[src/rtl/req_gnt_monitor_if.sv]
// Request/grant monitor bus: handshake inputs seen by the monitor plus its status outputs.
// The master side drives the handshake and clear, and the slave side is the monitor itself.
interface req_gnt_monitor_if #(
    parameter int CNT_W = 8
);
    logic             req;
    logic             qual;
    logic             gnt;
    logic             clr;
    logic             busy;
    logic             lat_valid;
    logic [3:0]       lat_out;
    logic             err_pulse;
    logic             err_sticky;
    logic [CNT_W-1:0] err_cnt;
    logic             spur_sticky;

    modport master (
        output req, qual, gnt, clr,
        input  busy, lat_valid, lat_out, err_pulse, err_sticky, err_cnt, spur_sticky
    );

    modport slave (
        input  req, qual, gnt, clr,
        output busy, lat_valid, lat_out, err_pulse, err_sticky, err_cnt, spur_sticky
    );
endinterface

[src/rtl/req_gnt_monitor.sv]
// Request-to-grant latency monitor.
// A qualified request starts a latency timer. A grant within MAX_LAT cycles reports the
// measured latency. Otherwise a timeout is flagged and counted. A grant arriving with no
// request outstanding is latched as spurious. Every output is registered.
module req_gnt_monitor #(
    parameter int MAX_LAT = 3,
    parameter int CNT_W   = 8
) (
    input  logic                   clk_i,
    input  logic                   rst_n_i,
    req_gnt_monitor_if.slave       bus
);

    typedef enum logic {
        ST_IDLE,
        ST_WAIT
    } state_t;

    state_t           state_q;
    logic [3:0]       timer_q;
    logic             busy_q;
    logic             latValid_q;
    logic [3:0]       latOut_q;
    logic             errPulse_q;
    logic             errSticky_q;
    logic [CNT_W-1:0] errCnt_q;
    logic [CNT_W-1:0] errCnt_d;
    logic             spurSticky_q;
    logic             accept;

    assign accept = bus.req && bus.qual;

    // Saturating increment of the timeout counter, so that it holds at all-ones instead of wrapping.
    always_comb begin
        errCnt_d = errCnt_q;
        if (errCnt_q != {CNT_W{1'b1}}) begin
            errCnt_d = errCnt_q + CNT_W'(1);
        end
    end

    // Monitor FSM with registered outputs. The clear is applied last so that it overrides any sticky or counter update made at the same edge.
    always_ff @(posedge clk_i) begin
        if (!rst_n_i) begin
            state_q      <= ST_IDLE;
            timer_q      <= 4'd0;
            busy_q       <= 1'b0;
            latValid_q   <= 1'b0;
            latOut_q     <= 4'd0;
            errPulse_q   <= 1'b0;
            errSticky_q  <= 1'b0;
            errCnt_q     <= '0;
            spurSticky_q <= 1'b0;
        end else begin
            latValid_q <= 1'b0;
            errPulse_q <= 1'b0;
            case (state_q)
                ST_IDLE: begin
                    if (bus.gnt) begin
                        spurSticky_q <= 1'b1;
                    end
                    if (accept) begin
                        state_q <= ST_WAIT;
                        timer_q <= 4'd1;
                        busy_q  <= 1'b1;
                    end
                end
                ST_WAIT: begin
                    if (bus.gnt) begin
                        latValid_q <= 1'b1;
                        latOut_q   <= timer_q;
                        if (accept) begin
                            timer_q <= 4'd1;
                        end else begin
                            state_q <= ST_IDLE;
                            timer_q <= 4'd0;
                            busy_q  <= 1'b0;
                        end
                    end else if (timer_q == 4'(MAX_LAT)) begin
                        errPulse_q  <= 1'b1;
                        errSticky_q <= 1'b1;
                        errCnt_q    <= errCnt_d;
                        state_q     <= ST_IDLE;
                        timer_q     <= 4'd0;
                        busy_q      <= 1'b0;
                    end else begin
                        timer_q <= timer_q + 4'd1;
                    end
                end
                default: begin
                    state_q <= ST_IDLE;
                    timer_q <= 4'd0;
                    busy_q  <= 1'b0;
                end
            endcase
            if (bus.clr) begin
                errSticky_q  <= 1'b0;
                spurSticky_q <= 1'b0;
                errCnt_q     <= '0;
            end
        end
    end

    assign bus.busy        = busy_q;
    assign bus.lat_valid   = latValid_q;
    assign bus.lat_out     = latOut_q;
    assign bus.err_pulse   = errPulse_q;
    assign bus.err_sticky  = errSticky_q;
    assign bus.err_cnt     = errCnt_q;
    assign bus.spur_sticky = spurSticky_q;

endmodule

[src/flat_wrapper.sv]
// flat-port wrapper written by rule: the top's interface ports become plain ports
module req_gnt_monitor_flat 
#(
    parameter int MAX_LAT = 3,
    parameter int CNT_W   = 8
)
  (clk_i, rst_n_i, bus_req, bus_qual, bus_gnt, bus_clr, bus_busy, bus_lat_valid, bus_lat_out, bus_err_pulse, bus_err_sticky, bus_err_cnt, bus_spur_sticky);
  req_gnt_monitor_if #(.CNT_W(CNT_W)) bus_i ();
  input  logic clk_i;
  input  logic rst_n_i;
  input wire logic [$bits(bus_i.req)-1:0] bus_req;
  input wire logic [$bits(bus_i.qual)-1:0] bus_qual;
  input wire logic [$bits(bus_i.gnt)-1:0] bus_gnt;
  input wire logic [$bits(bus_i.clr)-1:0] bus_clr;
  output wire logic [$bits(bus_i.busy)-1:0] bus_busy;
  output wire logic [$bits(bus_i.lat_valid)-1:0] bus_lat_valid;
  output wire logic [$bits(bus_i.lat_out)-1:0] bus_lat_out;
  output wire logic [$bits(bus_i.err_pulse)-1:0] bus_err_pulse;
  output wire logic [$bits(bus_i.err_sticky)-1:0] bus_err_sticky;
  output wire logic [$bits(bus_i.err_cnt)-1:0] bus_err_cnt;
  output wire logic [$bits(bus_i.spur_sticky)-1:0] bus_spur_sticky;
  assign bus_i.req = bus_req;
  assign bus_i.qual = bus_qual;
  assign bus_i.gnt = bus_gnt;
  assign bus_i.clr = bus_clr;
  assign bus_busy = bus_i.busy;
  assign bus_lat_valid = bus_i.lat_valid;
  assign bus_lat_out = bus_i.lat_out;
  assign bus_err_pulse = bus_i.err_pulse;
  assign bus_err_sticky = bus_i.err_sticky;
  assign bus_err_cnt = bus_i.err_cnt;
  assign bus_spur_sticky = bus_i.spur_sticky;
  req_gnt_monitor #(.MAX_LAT(MAX_LAT), .CNT_W(CNT_W)) u_core (.clk_i(clk_i), .rst_n_i(rst_n_i), .bus(bus_i));
endmodule
[config.mk]
export PLATFORM = sky130hd
export DESIGN_NAME = req_gnt_monitor_flat
export DESIGN_NICKNAME = d
export VERILOG_FILES = /design/src/rtl/req_gnt_monitor_if.sv /design/src/rtl/req_gnt_monitor.sv /design/src/flat_wrapper.sv
export SDC_FILE = /design/constraint.sdc
export NUM_CORES = 1
export LEC_CHECK = 0
export CORE_UTILIZATION = 52
export DETAILED_ROUTE_END_ITERATION = 6
export PLACE_DENSITY = 0.82
export SLEW_MARGIN = 20
export SYNTH_ARGS = -nofsm -noshare
export SYNTH_HDL_FRONTEND = slang
export SYNTH_SLANG_ARGS = --single-unit
[constraint.sdc]
create_clock -name clk_i -period 3.2 [get_ports clk_i]
set_input_delay 0.64 -clock clk_i [delete_from_list [all_inputs] [get_ports clk_i]]
set_output_delay 0.64 -clock clk_i [all_outputs]
set_load 0.01 [all_outputs]
# == Word level (Yosys, flattened, before mapping) ==
# Index checks and enable logic that the tools add are counted.
# classes
eq_ne,5
n_reduce_logical,9
add_sub_neg,2
bitwise_logic,3
n_mux,16
# ops
operator,count
4-bit 2-to-1 mux,3
1-bit 2-to-1 mux,10
"8-bit by 1-bit adder with 8-bit output, second input constant",1
"8-bit inequality test, second input constant",1
4-bit case mux with 2 select lines,1
"3-bit inequality test, second input constant",2
2-bit AND reduction,3
3-bit AND reduction,2
"4-bit by 1-bit adder with 4-bit output, second input constant",1
"4-bit by 2-bit equality test with 1-bit output, second input constant",1
1-bit case mux with 2 select lines,2
4-bit AND reduction,1
1-bit NOT,3
3-bit OR reduction,1
"2-bit by 1-bit inequality test with 1-bit output, second input constant",1
2-bit OR reduction,1
1-bit logical AND,1
# totals
elab_cells,44
ff_bits,22
out_inout_bits,17
inputBits,6

# == Logic depth before layout (Yosys ltp) ==
# Gate-level depths: netlist (run 1).
# depth
word_depth,4
ltp_mapped,4
depth_no_buf,4

# == Worst setup path after synthesis (run 1) ==
# No wires, ideal clock.
# synth_path
path_type,reg-to-reg
startpoint,register u_core.timer_q[0]
endpoint,register u_core.errCnt_q[0] (netlist: u_core.bus.err_cnt[0])
period_less_slack_ps,1398
path_stages_with_launch,5
arrival_time_ps,1326
n_path_buf,0
required_time_ps,3128
path_slack_ps,1802
setup_ps,72
path_cell_list,dfxtp_1 -> ha_1 -> or3b_4 -> a211oi_4 -> mux2i_1
# synth_between
elab_chain_len,2
# synth_rtl
element,line_no,source
from (decl),req_gnt_monitor.sv:20,logic [3:0] timer_q;
from (signal assigned),req_gnt_monitor.sv:86,timer_q <= timer_q + 4'd1;
4-bit by 2-bit equality test with 1-bit output,req_gnt_monitor.sv:78,end else if (timer_q == 4'(MAX_LAT)) begin
4-bit AND reduction (no line),-,
to (signal assigned),req_gnt_monitor.sv:81,errCnt_q <= errCnt_d;
to (decl),req_gnt_monitor.sv:26,logic [CNT_W-1:0] errCnt_q;
# Every way passes these cells.
# A chain may end at the register's enable or synchronous reset.

# == Worst setup path in the final report (run 1) ==
# layout_path
startpoint,register u_core.errCnt_q[4] (netlist: u_core.bus.err_cnt[4])
endpoint,output port bus_err_cnt[4]
# layout_lines
element,line_no,source
to (decl),flat_wrapper.sv:20,output wire logic [$bits(bus_i.err_cnt)-1:0] bus_err_cnt;
# No word-level cell between the ends.

==> results of run 1 <==
==> power by group through the flow <==
stage,registers (mW),clock network (mW),logic [mW]
floorplan,0.288,0,0.0213
global placement,0.289,0,0.0350
detailed placement,0.289,0,0.0354
CTS,0.283,0.219,0.0360
global route,0.284,0.231,0.0395
finish,0.283,0.216,0.0359
==> through the flow <==
stage	cell area, um^2	std cells	total power [mW]	hold WS [ns]
6_report	1340	163	0.535	0.472
5_1_grt	1340	163	0.554	0.509
4_1_cts	1340	163	0.538	0.478
3_5_place_dp	1280	159	0.325	0.460
3_3_place_gp	1280	159	0.324	0.447
2_1_floorplan	1060	117	0.309	0.482
==> routing by layer <==
metal / GRT usage (%) / wire (um) / part of all wire (%)
met5: 0 / 0 / 0
met4: 8.57 / 25 / 1.2
met3: 7.31 / 99 / 4.6
met2: 33.3 / 910 / 42
met1: 31.6 / 1120 / 52
==> logic make-up after synthesis <==
family / after synthesis
buffers and inverters: 7
AOI/OAI and AO/OA: 31
muxes: 2
and+or+nand+nor: 53
adders and majority gates: 2
DFF: 22
==> flip-flops by register name, indices dropped and copies added (netlist names) <==
name / cells
u_core.timer_q: 4
u_core.bus.err_sticky: 1
u_core.bus.spur_sticky: 1
u_core.bus.err_cnt: 8
u_core.bus.busy: 1
u_core.bus.lat_out: 4
u_core.bus.lat_valid: 1
u_core.bus.err_pulse: 1
u_core.state_q: 1
==> cells in the mapped netlist, types with 3 or more instances <==
cell / number
a21boi_0: 4
nand3_1: 8
buf_2: 4
and3_1: 4
nand2b_1: 3
a311oi_1: 3
a21boi_1: 3
and2_1: 3
a21oi_1: 3
nand2_1: 14
o21ai_0: 3
a31oi_1: 3
dfxtp_1: 22
nor2_1: 7
nor2b_1: 4
==> worst min-delay path, cell delays in order, from the launching register on <==
cell and delay, ns:
dfxtp_1 0.33, nand2_1 0.05, a21boi_0 0.06
==> placed cells by master (no fill, tap or decap), types with 2 or more instances in the layout <==
| cell type | n |
|---|---|
| clkdlybuf4s50_1 | 22 |
| dfxtp_1 | 22 |
| nand2_1 | 14 |
| nand3_1 | 8 |
| nor2_1 | 7 |
| nor2b_1 | 4 |
| and3_1 | 4 |
| a21boi_0 | 4 |
| nand2b_1 | 3 |
| a31oi_1 | 3 |
| a311oi_1 | 3 |
| a21oi_1 | 3 |
| o21ai_0 | 3 |
| a21boi_1 | 3 |
| and2_1 | 3 |
| clkbuf_4 | 3 |
| and4_1 | 2 |
| inv_1 | 2 |
| a211oi_1 | 2 |
| mux2i_1 | 2 |
| a41oi_1 | 2 |
| a41o_1 | 2 |
| o211a_1 | 2 |
| ha_1 | 2 |
==> final cells by class <==
| cell class | instances | area, um^2 | share of cell area (%) |
|---|---|---|---|
| flip-flops and latches | 22 | 440 | 32.9 |
| repair buffers | 22 | 220 | 16.5 |
| clock inverters | 1 | 30.0 | 2.25 |
| well taps | 25 | 31.3 | 2.34 |
| clock buffers | 3 | 22.5 | 1.68 |
| inverters | 2 | 7.51 | 0.561 |
| multi-input cells | 88 | 586 | 43.8 |
==> worst max path at each step <==
stage | slack [ns] | endpoint | start
final | 1.16 | bus_err_cnt[4] | u_core.bus.err_cnt[4]
after global routing | 1.09 | bus_err_cnt[4] | u_core.bus.err_cnt[4]
after CTS | 1.15 | bus_err_cnt[4] | u_core.bus.err_cnt[4]
after detailed placement | 0.91 | u_core.bus.err_cnt[6] | bus_gnt
after global placement | 1.01 | u_core.bus.err_cnt[6] | bus_gnt
after floorplan | 1.80 | u_core.bus.err_cnt[0] | u_core.timer_q[0]
==> results.md, run 1 <==
* Horiz. Die Dim at 47.1 um
* Synth warn at 0
* Post-Synthesis Cells at 117
* Initial antenna violation count at 0
* Reg2Reg Depth at 3
* Reg power frac at 52.9%
* Post-route ant nets at 0
* Average wire per standard cell at 13.2 um
* Max-slew violations at 0
* HP Class: flop to flop
* Clk sink count at 22
* Fin worst setup slack at 1.16 ns
* Core ar. at around 0.0018 mm^2
* RD Place Congestion at 0.809
* Hold path startpoint: u_core.bus.lat_out[1]
* Mean Syn Cell Area at between 9 and 10 um^2
* I/O pin count at 23
* Drt pass-1 iters at 4
* Share of layout cells above drive strength 1 at 5.80%
* Initial drt markers at 18
* CTS max path bufs at 2
* Cell Area, Synth at between 0.001 and 0.0015 mm^2
* Total die area at 0.00222 mm^2
* Number of flops mapped to enable cells by yosys at 0
* Largest net degree at the start of global routing at 15
* Adder-cell share of the synthesized area at roughly 2.4%
* Clock share of power at 40.4%
* Final hold viol count at 0
* Sequence of cells on the critical path: clkdlybuf4s50_1
* R2R Setup Slk at ~1.6 ns
* Layout Utilization at 73.5%
* CTS HTree Levels at 1
* Clk_lat worst skew at 0.32 ns
* Clock transition at path regs at 0.13 ns
* FF-to-FF End: u_core.bus.err_cnt[6]
* # DRC at 0
* RSZ-0062 raised after global routing: no
* Diodes inserted at 0
* Post-route clock skew at 0.0135 ns
* Worst EP arrival at 1.40 ns
* Psw at 0.113 mW
* Final setup violation count at 0
* Crit path capture type: output pin
* Crit path required time at 2.56 ns
* Starting Density at between 50 and 60%
* CTS tree: yes
* Main combinational cell family by area after synthesis: simple AND/OR/NAND/NOR gates
* Mux cell area share after synthesis at under 10%
* CP Class: flop to output pin
* Slowest stage delay, CP at 0.59 ns
* Slew HR at 67.9%
* Synth top area share at 41.7%
* Final WL at 2150 um
* Gr ovfl total at 0
* Synth Flop Type: dfxtp_1
* Top post-synthesis cells by area: dfxtp_1, nand2_1, nand3_1
* Largest area contributor in the netlist: dfxtp_1
* Vias in the first global route at 789
* Post-Place Setup Slack at 0.906 ns
* Hold Path End: u_core.bus.lat_out[1]
* Hold Path Stages at 2
* P&R area growth vs syn at 26.5%
* Asr flop ratio synth at 0%
* CP max-delay cell: clkdlybuf4s50_1
* First-pass GRT wire length at 3570 um
* CTS root buffer: clkbuf_4
* Post-synth net total at ~130
* Synth Area in Compound Gates at a little under a quarter
* Synth unique cells at 36
* CTS hold repair buffers at 0
* Crit-path leading delay family: buffers and inverters
* Worst Path Max Fanout at 10
* Synth Register Bits at 22
* Simple-Gate Fraction of Synth Area at between 20% and 30%
* Vias post-DR at 941
* PD cells at 400 mW/mm^2
* Nets at between 100 and 150
* Logic pwr share at 6.7%
* Die H at 47.1 um
* Critical path depth at 1
* Fin crit share at 63.9%
* Total GRT Usage at between 20% and 30%
* Worst Max-Slew Pin Slew at 0.480 ns
* Worst vdd ir at 0.000341 V
* Status: finished clean
* Fin crit period at 2.04 ns
* Dpl hpwl at 1580 um
* Fmax at 0.489 GHz
* CTS buffer count at 3
* Net switching fraction of the power at 21.0%
* Setup_tns at 0 ns
* Synth Area in XOR/XNOR at 0%
* DR vias/cell at 5.77
* Sequential share of the synthesized area at a little over two fifths
* MaxCap Viol Count at 0
* Critical R2R Launch: u_core.state_q
* Leak at slightly below 0.5 nW
* # rows at 15
* Crit start category: flop
* Layout fillers at ~160
* Cts repair resizes at 0
* Bufs and invs on worst path at 1
* Post-CTS Setup Repair Bufs at 0
* Port Buf Inserts at 22
* Internal power at 0.423 mW
Power figures use the tool's default switching activity.
==> run 2: changes to the inputs <==
Settings changed: CORE_UTILIZATION 52 to 49, PLACE_DENSITY 0.82 to 0.78.
Clock period 3.2 ns to 1.94 ns, I/O delays scaled along.
==> run 2 against run 1 <==
Compared with the run above:
- sequential share of layout area fell by 0.78 points
- non-clock buffer count grew 4
- critical path depth unchanged
- critical endpoint unchanged
- highest routed layer unchanged
==> results.md, run 2 (synthesis gave the netlist of run 1 again) <==
* Status: finished clean
* Initial antenna violation count at 0 (unchanged)
* Worst Setup SP: u_core.bus.err_cnt[4]
* Final WL at 2380 um (+11%)
* Fin crit period at 1.80 ns
* Total die area at 0.00235 mm^2 (+5.9%)
* Final setup violation count at 0 (unchanged)
* Crit path capture type: output pin
* Die H at 48.5 um (+2.9%)
* Post-CTS Setup Repair Bufs at 0 (unchanged)
* # DRC at 0 (unchanged)
* Cts repair resizes at 0 (unchanged)
* FF-to-FF End: u_core.bus.err_cnt[1]
* First-pass GRT wire length at 4040 um (+13%)
* Post-route clock skew at 0.00710 ns (-0.00635 ns)
* Sequence of cells on the critical path: clkdlybuf4s50_1
* R2R Setup Slk at 0.38 ns (-1.23 ns)
* Reg2Reg Depth at 4 (+1)
* Grt met1 use at 29.4% (-2.2 points)
* Worst Path Max Fanout at 10 (unchanged)
* Crit start category: flop
* Dpl hpwl at 1740 um (+9.8%)
* Core ar. at 0.00200 mm^2 (+10%)
* Drt pass-1 iters at 4 (unchanged)
* DR vias/cell at 5.73 (-0.78%)
* Starting Density at 52.8% (-5.3 points)
* MaxCap Viol Count at 0 (unchanged)
* Bufs and invs on worst path at 1 (unchanged)
* Max reg flops at 8 (unchanged)
* Share of layout cells above drive strength 1 at 8.45% (+2.7 points)
* Post-route ant nets at 0 (unchanged)
* Horiz. Die Dim at 48.5 um (+2.9%)
* Placed insts at 165 (+3.8%)
* Fin cells at 169 (+3.7%)
* Gr ovfl total at 0 (unchanged)
* CTS buffer count at 3 (unchanged)
* CP Class: flop to output pin
* Worst EP arrival at 1.42 ns (+0.02 ns)
* P&R area growth vs syn at 29.6%
* Crit path required time at 1.55 ns (-1.01 ns)
* Clock transition at path regs at 0.13 ns (about the same)
* Average wire per standard cell at 14.1 um (+6.9%)
* Vias in the first global route at 948 (+20%)
* Grt peak-use layer: met2
* Vias post-DR at 968 (+2.9%)
* Critical path depth at 1 (unchanged)
* Port Buf Inserts at 22 (unchanged)
* Total GRT Usage at 22.0% (-0.92 points)
* Setup_tns at 0 ns (unchanged)
* Clk sink count at 22 (unchanged)
* # rows at 16 (+1)
* Met2 GRT Util at 35.2% (+1.9 points)
* Total Power at 0.880 mW (+64%)
* Most frequent cells in the layout: clkdlybuf4s50_1, dfxtp_1, nand2_1
* Setup crit end: bus_err_cnt[4]
* PD cells at 642 mW/mm^2 (+60%)
* Layout fillers at 178 (+15%)
* CTS tree: yes
* CTS root buffer: clkbuf_4
* Fmax at around 0.55 GHz
* Max-slew violations at 0 (unchanged)
* Fin crit share at 93.0%
* CP max-delay cell: clkdlybuf4s50_1
* Leak at 0.504 nW (+4.2%)
* Post-Place Setup Slack at 0.246 ns (-0.660 ns)
* Largest net degree at the start of global routing at 14 (-1)
* HP Class: flop to flop
* Nets at 151 (+2.7%)
* Crit-path leading delay family: buffers and inverters
* Worst vdd ir at 0.000390 V (+14%)
* I/O pin count at 23 (unchanged)
* Clk_lat worst skew at 0.30 ns (-0.02 ns)
* CTS max path bufs at 2 (unchanged)
* Slew HR at 72.3% (+4.3 points)
* Final hold viol count at 0 (unchanged)
* RD Place Congestion at 0.824 (+1.8%)
* CTS HTree Levels at 1 (unchanged)
* Hold slack at 0.479 ns (+0.00699 ns)
* Slowest stage delay, CP at 0.60 ns (about the same)
* Worst Max-Slew Pin Slew at 0.414 ns (-0.0659 ns)
* Critical R2R Launch: u_core.timer_q[0]
* CTS hold repair buffers at 0 (unchanged)
* Hold path startpoint: u_core.bus.lat_out[3]
* Fin worst setup slack at 0.137 ns (-1.02 ns)
* Initial drt markers at 24 (+6)
* Met3 Track Usage GR at 3.14% (-4.2 points)
* Diodes inserted at 0 (unchanged)
* RSZ-0062 raised after global routing: no
==> run 2: worst min path at each step <==
stage,end,cells past startpoint,slack (ns)
2_1_floorplan,u_core.bus.lat_out[1],2,0.48
3_3_place_gp,u_core.bus.err_sticky,1,0.45
3_5_place_dp,u_core.bus.spur_sticky,2,0.46
4_1_cts,u_core.bus.lat_out[2],2,0.48
5_1_grt,u_core.bus.err_sticky,1,0.51
6_report,u_core.bus.lat_out[3],2,0.48
==> run 2: area by class of cell <==
class | instances | area [um^2] | share of cell area (%)
clock buffers | 3 | 22.5 | 1.64
clock inverters | 1 | 30.0 | 2.19
inverters | 2 | 7.51 | 0.548
multi-input cells | 88 | 586 | 42.7
flip-flops and latches | 22 | 440 | 32.1
well taps | 27 | 33.8 | 2.47
repair buffers | 26 | 250 | 18.3
==> run 2: routing by layer <==
metal	vias up	share of wire [%]
met3	4	3.4
met2	20	45
met5	-	0
li1	486	-
met1	458	50
met4	0	1.4
==> run 2: report_power, final <==
part / total [mW] / leakage (nW) / internal (mW) / switching, mW
registers: 0.465 / 0.178 / 0.459 / 0.00613
logic: 0.0674 / 0.298 / 0.0345 / 0.0329
clock network: 0.348 / 0.0279 / 0.209 / 0.139
total: 0.880 / 0.504 / 0.702 / 0.178
==> run 2: worst register-to-register path: cells and delay by family, from the launching register on <==
family	cells	cell delay, ns
and+or+nand+nor	1	0.42
AOI/OAI and AO/OA	1	0.23
DFF	1	0.42
adders and majority gates	1	0.22
muxes	1	0.21
==> run 2: metrics by stage <==
stage               utilization [%]  area, um^2
floorplan                         -        1060
CTS                            68.4        1370
detailed placement             65.8        1320
finish                         68.4        1370
global placement               65.8        1320
global route                   68.4        1370
==> run 3: changes to the inputs <==
Settings changed: ABC_AREA set to 1, CORE_UTILIZATION 49 to 48, PLACE_DENSITY 0.78 to 0.77.
==> run 3 against run 2 <==
Compared with the run above:
- clock power decreased by 42%
- first-iteration DRC count is 13% higher
- clock skew decreased by 0.0055 ns
- synthesized area shrank 3.4%
- synthesized cell count grew 17%
- largest power group unchanged
==> results.md, run 3 <==
* Status: finished clean
* Setup_tns at 0 ns (unchanged)
* Sequence of cells on the critical path: clkdlybuf4s50_1
* Fmax at 0.571 GHz (+2.9%)
* Drt pass-1 iters at 4 (unchanged)
* Leak at 0.534 nW (+6.0%)
* Largest net degree at the start of global routing at 12 (-2)
* Nets at 173 (+15%)
* Vias in the first global route at 723 (-24%)
* Initial antenna violation count at 0 (unchanged)
* Max-slew violations at 0 (unchanged)
* CTS buffer count at 3 (unchanged)
* Die H at 48.1 um (-0.68%)
* Setup crit end: bus_err_cnt[2]
* Fin crit period at 1.75 ns (-0.0505 ns)
* Sequential share of the synthesized area at 43.1% (+1.5 points)
* Count leader, synth: nand2_1
* Worst vdd ir at 0.000282 V (-28%)
* DR vias/cell at 5.03 (-12%)
* Placed insts at 187 (+13%)
* Reg2Reg Depth at 7 (+3)
* # DRC at 0 (unchanged)
* CP Class: flop to output pin
* Layout fillers at 168 (-5.6%)
* Total GRT Usage at 19.1% (-2.9 points)
* Hold slack at 0.481 ns (+0.00256 ns)
* Average wire per standard cell at 10.7 um (-24%)
* Largest area contributor in the netlist: dfxtp_1
* First-pass GRT wire length at 3110 um (-23%)
* Crit path capture type: output pin
* I/O pin count at 23 (unchanged)
* P&R area growth vs syn at 27.8%
* Vias post-DR at 956 (-1.2%)
* CTS max path bufs at 2 (unchanged)
* HP Class: flop to flop
* Final WL at 2040 um (-14%)
* Most instantiated cells after synthesis: nand2_1, dfxtp_1, nor2_1, a21oi_1, inv_1
* Critical path depth at 1 (unchanged)
* Layout Utilization at 65.8% (-2.6 points)
* Worst EP arrival at 1.36 ns (-0.06 ns)
* Critical R2R Launch: u_core.timer_q[0]
* Dpl hpwl at 1580 um (-9.0%)
* Cell Area, Synth at 0.00102 mm^2 (-3.4%)
* Max reg flops at 8 (unchanged)
* Slowest stage delay, CP at 0.58 ns (-0.02 ns)
* CTS HTree Levels at 1 (unchanged)
* Most frequent cells in the layout: nand2_1, clkdlybuf4s50_1, dfxtp_1
* Crit path required time at 1.55 ns (about the same)
* Share of layout cells above drive strength 1 at 9.20% (+0.75 points)
* Worst Max-Slew Pin Slew at 0.261 ns (-0.153 ns)
* Synth top area share at 43.1% (+1.5 points)
* Starting Density at 51.5% (-1.3 points)
* Synth Flop Type: dfxtp_1
* Post-route ant nets at 0 (unchanged)
* RD Place Congestion at 0.900 (+9.3%)
* Clk_lat worst skew at 0.30 ns (about the same)
* Post-synth net total at 145 (+16%)
* Mean Syn Cell Area at 7.45 um^2 (-18%)
* Slew HR at 82.6% (+10 points)
* Crit start category: flop
* CTS tree: yes
* Post-route clock skew at 0.00162 ns (-0.00548 ns)
* PD cells at 562 mW/mm^2 (-13%)
* Final setup violation count at 0 (unchanged)
* Cts repair resizes at 0 (unchanged)
* Clock transition at path regs at 0.12 ns (about the same)
* Final hold viol count at 0 (unchanged)
* Fin crit share at 90.4% (-2.6 points)
* # rows at 16 (unchanged)
* Synth unique cells at 20 (-44%)
* FF-to-FF End: u_core.bus.err_cnt[6]
* FF+latch area at 440 um^2 (unchanged)
* Worst Setup SP: u_core.bus.err_cnt[2]
* Gr ovfl total at 0 (unchanged)
* CP max-delay cell: clkdlybuf4s50_1
* Total die area at 0.00232 mm^2 (-1.4%)
* Initial drt markers at 27 (+13%)
* R2R Setup Slk at 0.50 ns (+0.12 ns)
* Synth Register Bits at 22 (unchanged)
* CTS root buffer: clkbuf_4
* Crit-path leading delay family: buffers and inverters
* Clk sink count at 22 (unchanged)
* Number of flops mapped to enable cells by yosys at 0 (unchanged)
* Post-Synthesis Cells at 137 (+17%)
* Diodes inserted at 0 (unchanged)
* Fin cells at 190 (+12%)
* Port Buf Inserts at 22 (unchanged)
* Most common cell after layout, fill and taps aside: nand2_1
* CTS hold repair buffers at 0 (unchanged)
* MaxCap Viol Count at 0 (unchanged)
* RSZ-0062 raised after global routing: no
* Horiz. Die Dim at 48.1 um (-0.68%)
* Post-CTS Setup Repair Bufs at 0 (unchanged)
* Asr flop ratio synth at 0% (unchanged)
* Core ar. at 0.00198 mm^2 (-1.0%)
* Total Power at 0.733 mW (-17%)
* Synth warn at 0 (unchanged)
* Worst Path Max Fanout at 6 (-4)
* Area of the multi-input gates at 520 um^2 (-11%)
* Top post-synthesis cells by area: dfxtp_1, nand2_1, nor2_1
* Bufs and invs on worst path at 1 (unchanged)
[run 3: changes by cell type after synthesis, sizes merged, moves of 4 or more]
cell	previous run	this run
nand2	14	37
nor2	7	23
inv	2	16
a21oi	3	13
a21boi	7	0
o21ai	3	9
and3	4	0
buf	4	0
nor2b	4	0
[run 3: logic make-up (layout without fill, tap and decap cells)]
group	after synthesis	after routing	share of synthesized area [%]
buf+inv	16	42	5.88
flops	22	22	43.1
simple gates	70	70	33.6
xor+xnor	4	4	3.43
fa+ha+maj	2	2	2.45
compound gates	23	23	11.5
[run 3: worst min path at each step]
| stage | start | endpoint | cells past startpoint |
|---|---|---|---|
| 2_1_floorplan | u_core.timer_q[3] | u_core.timer_q[3] | 2 |
| 3_3_place_gp | u_core.bus.spur_sticky | u_core.bus.spur_sticky | 2 |
| 3_5_place_dp | u_core.timer_q[3] | u_core.timer_q[3] | 2 |
| 4_1_cts | u_core.timer_q[3] | u_core.timer_q[3] | 2 |
| 5_1_grt | u_core.timer_q[3] | u_core.timer_q[3] | 2 |
| 6_report | u_core.timer_q[3] | u_core.timer_q[3] | 2 |
[run 3: worst register-to-register path, stage by stage (launching register included)]
cell     delay [ns]
dfxtp_1        0.42
ha_1           0.26
nand3_4        0.13
nor2_8         0.15
nand2_4        0.09
inv_2          0.11
nand2_1        0.07
a21oi_1        0.14
[run 3: power breakdown]
group / switching, mW / internal [mW]
clock: 0.131 / 0.0723
combinational: 0.0317 / 0.0309
sequential: 0.00643 / 0.461
[run 3: through the flow]
step	worst slack, ns	area [um^2]
3_3_place_gp	0.284	1280
4_1_cts	0.188	1310
2_1_floorplan	0.658	1020
5_1_grt	0.111	1310
3_5_place_dp	0.246	1280
6_report	0.187	1310
[run 3: final cells by class]
class                      instances  share of cell area, %
timing repair buffer              23                   17.4
tap                               27                   2.59
inverter                          16                   4.60
sequential                        22                   33.7
clock buffer                       3                   1.73
multi-input combinational         99                   39.9
[run 3: routing by layer]
layer	share of wire, %	track usage [%]	wire length (um)	vias to the layer above
li1	-	-	-	490
met1	49	27.5	1010	430
met2	44	28.6	890	32
met3	5.8	3.33	119	4
met4	1.1	6.67	22	0
met5	0	0	0	-
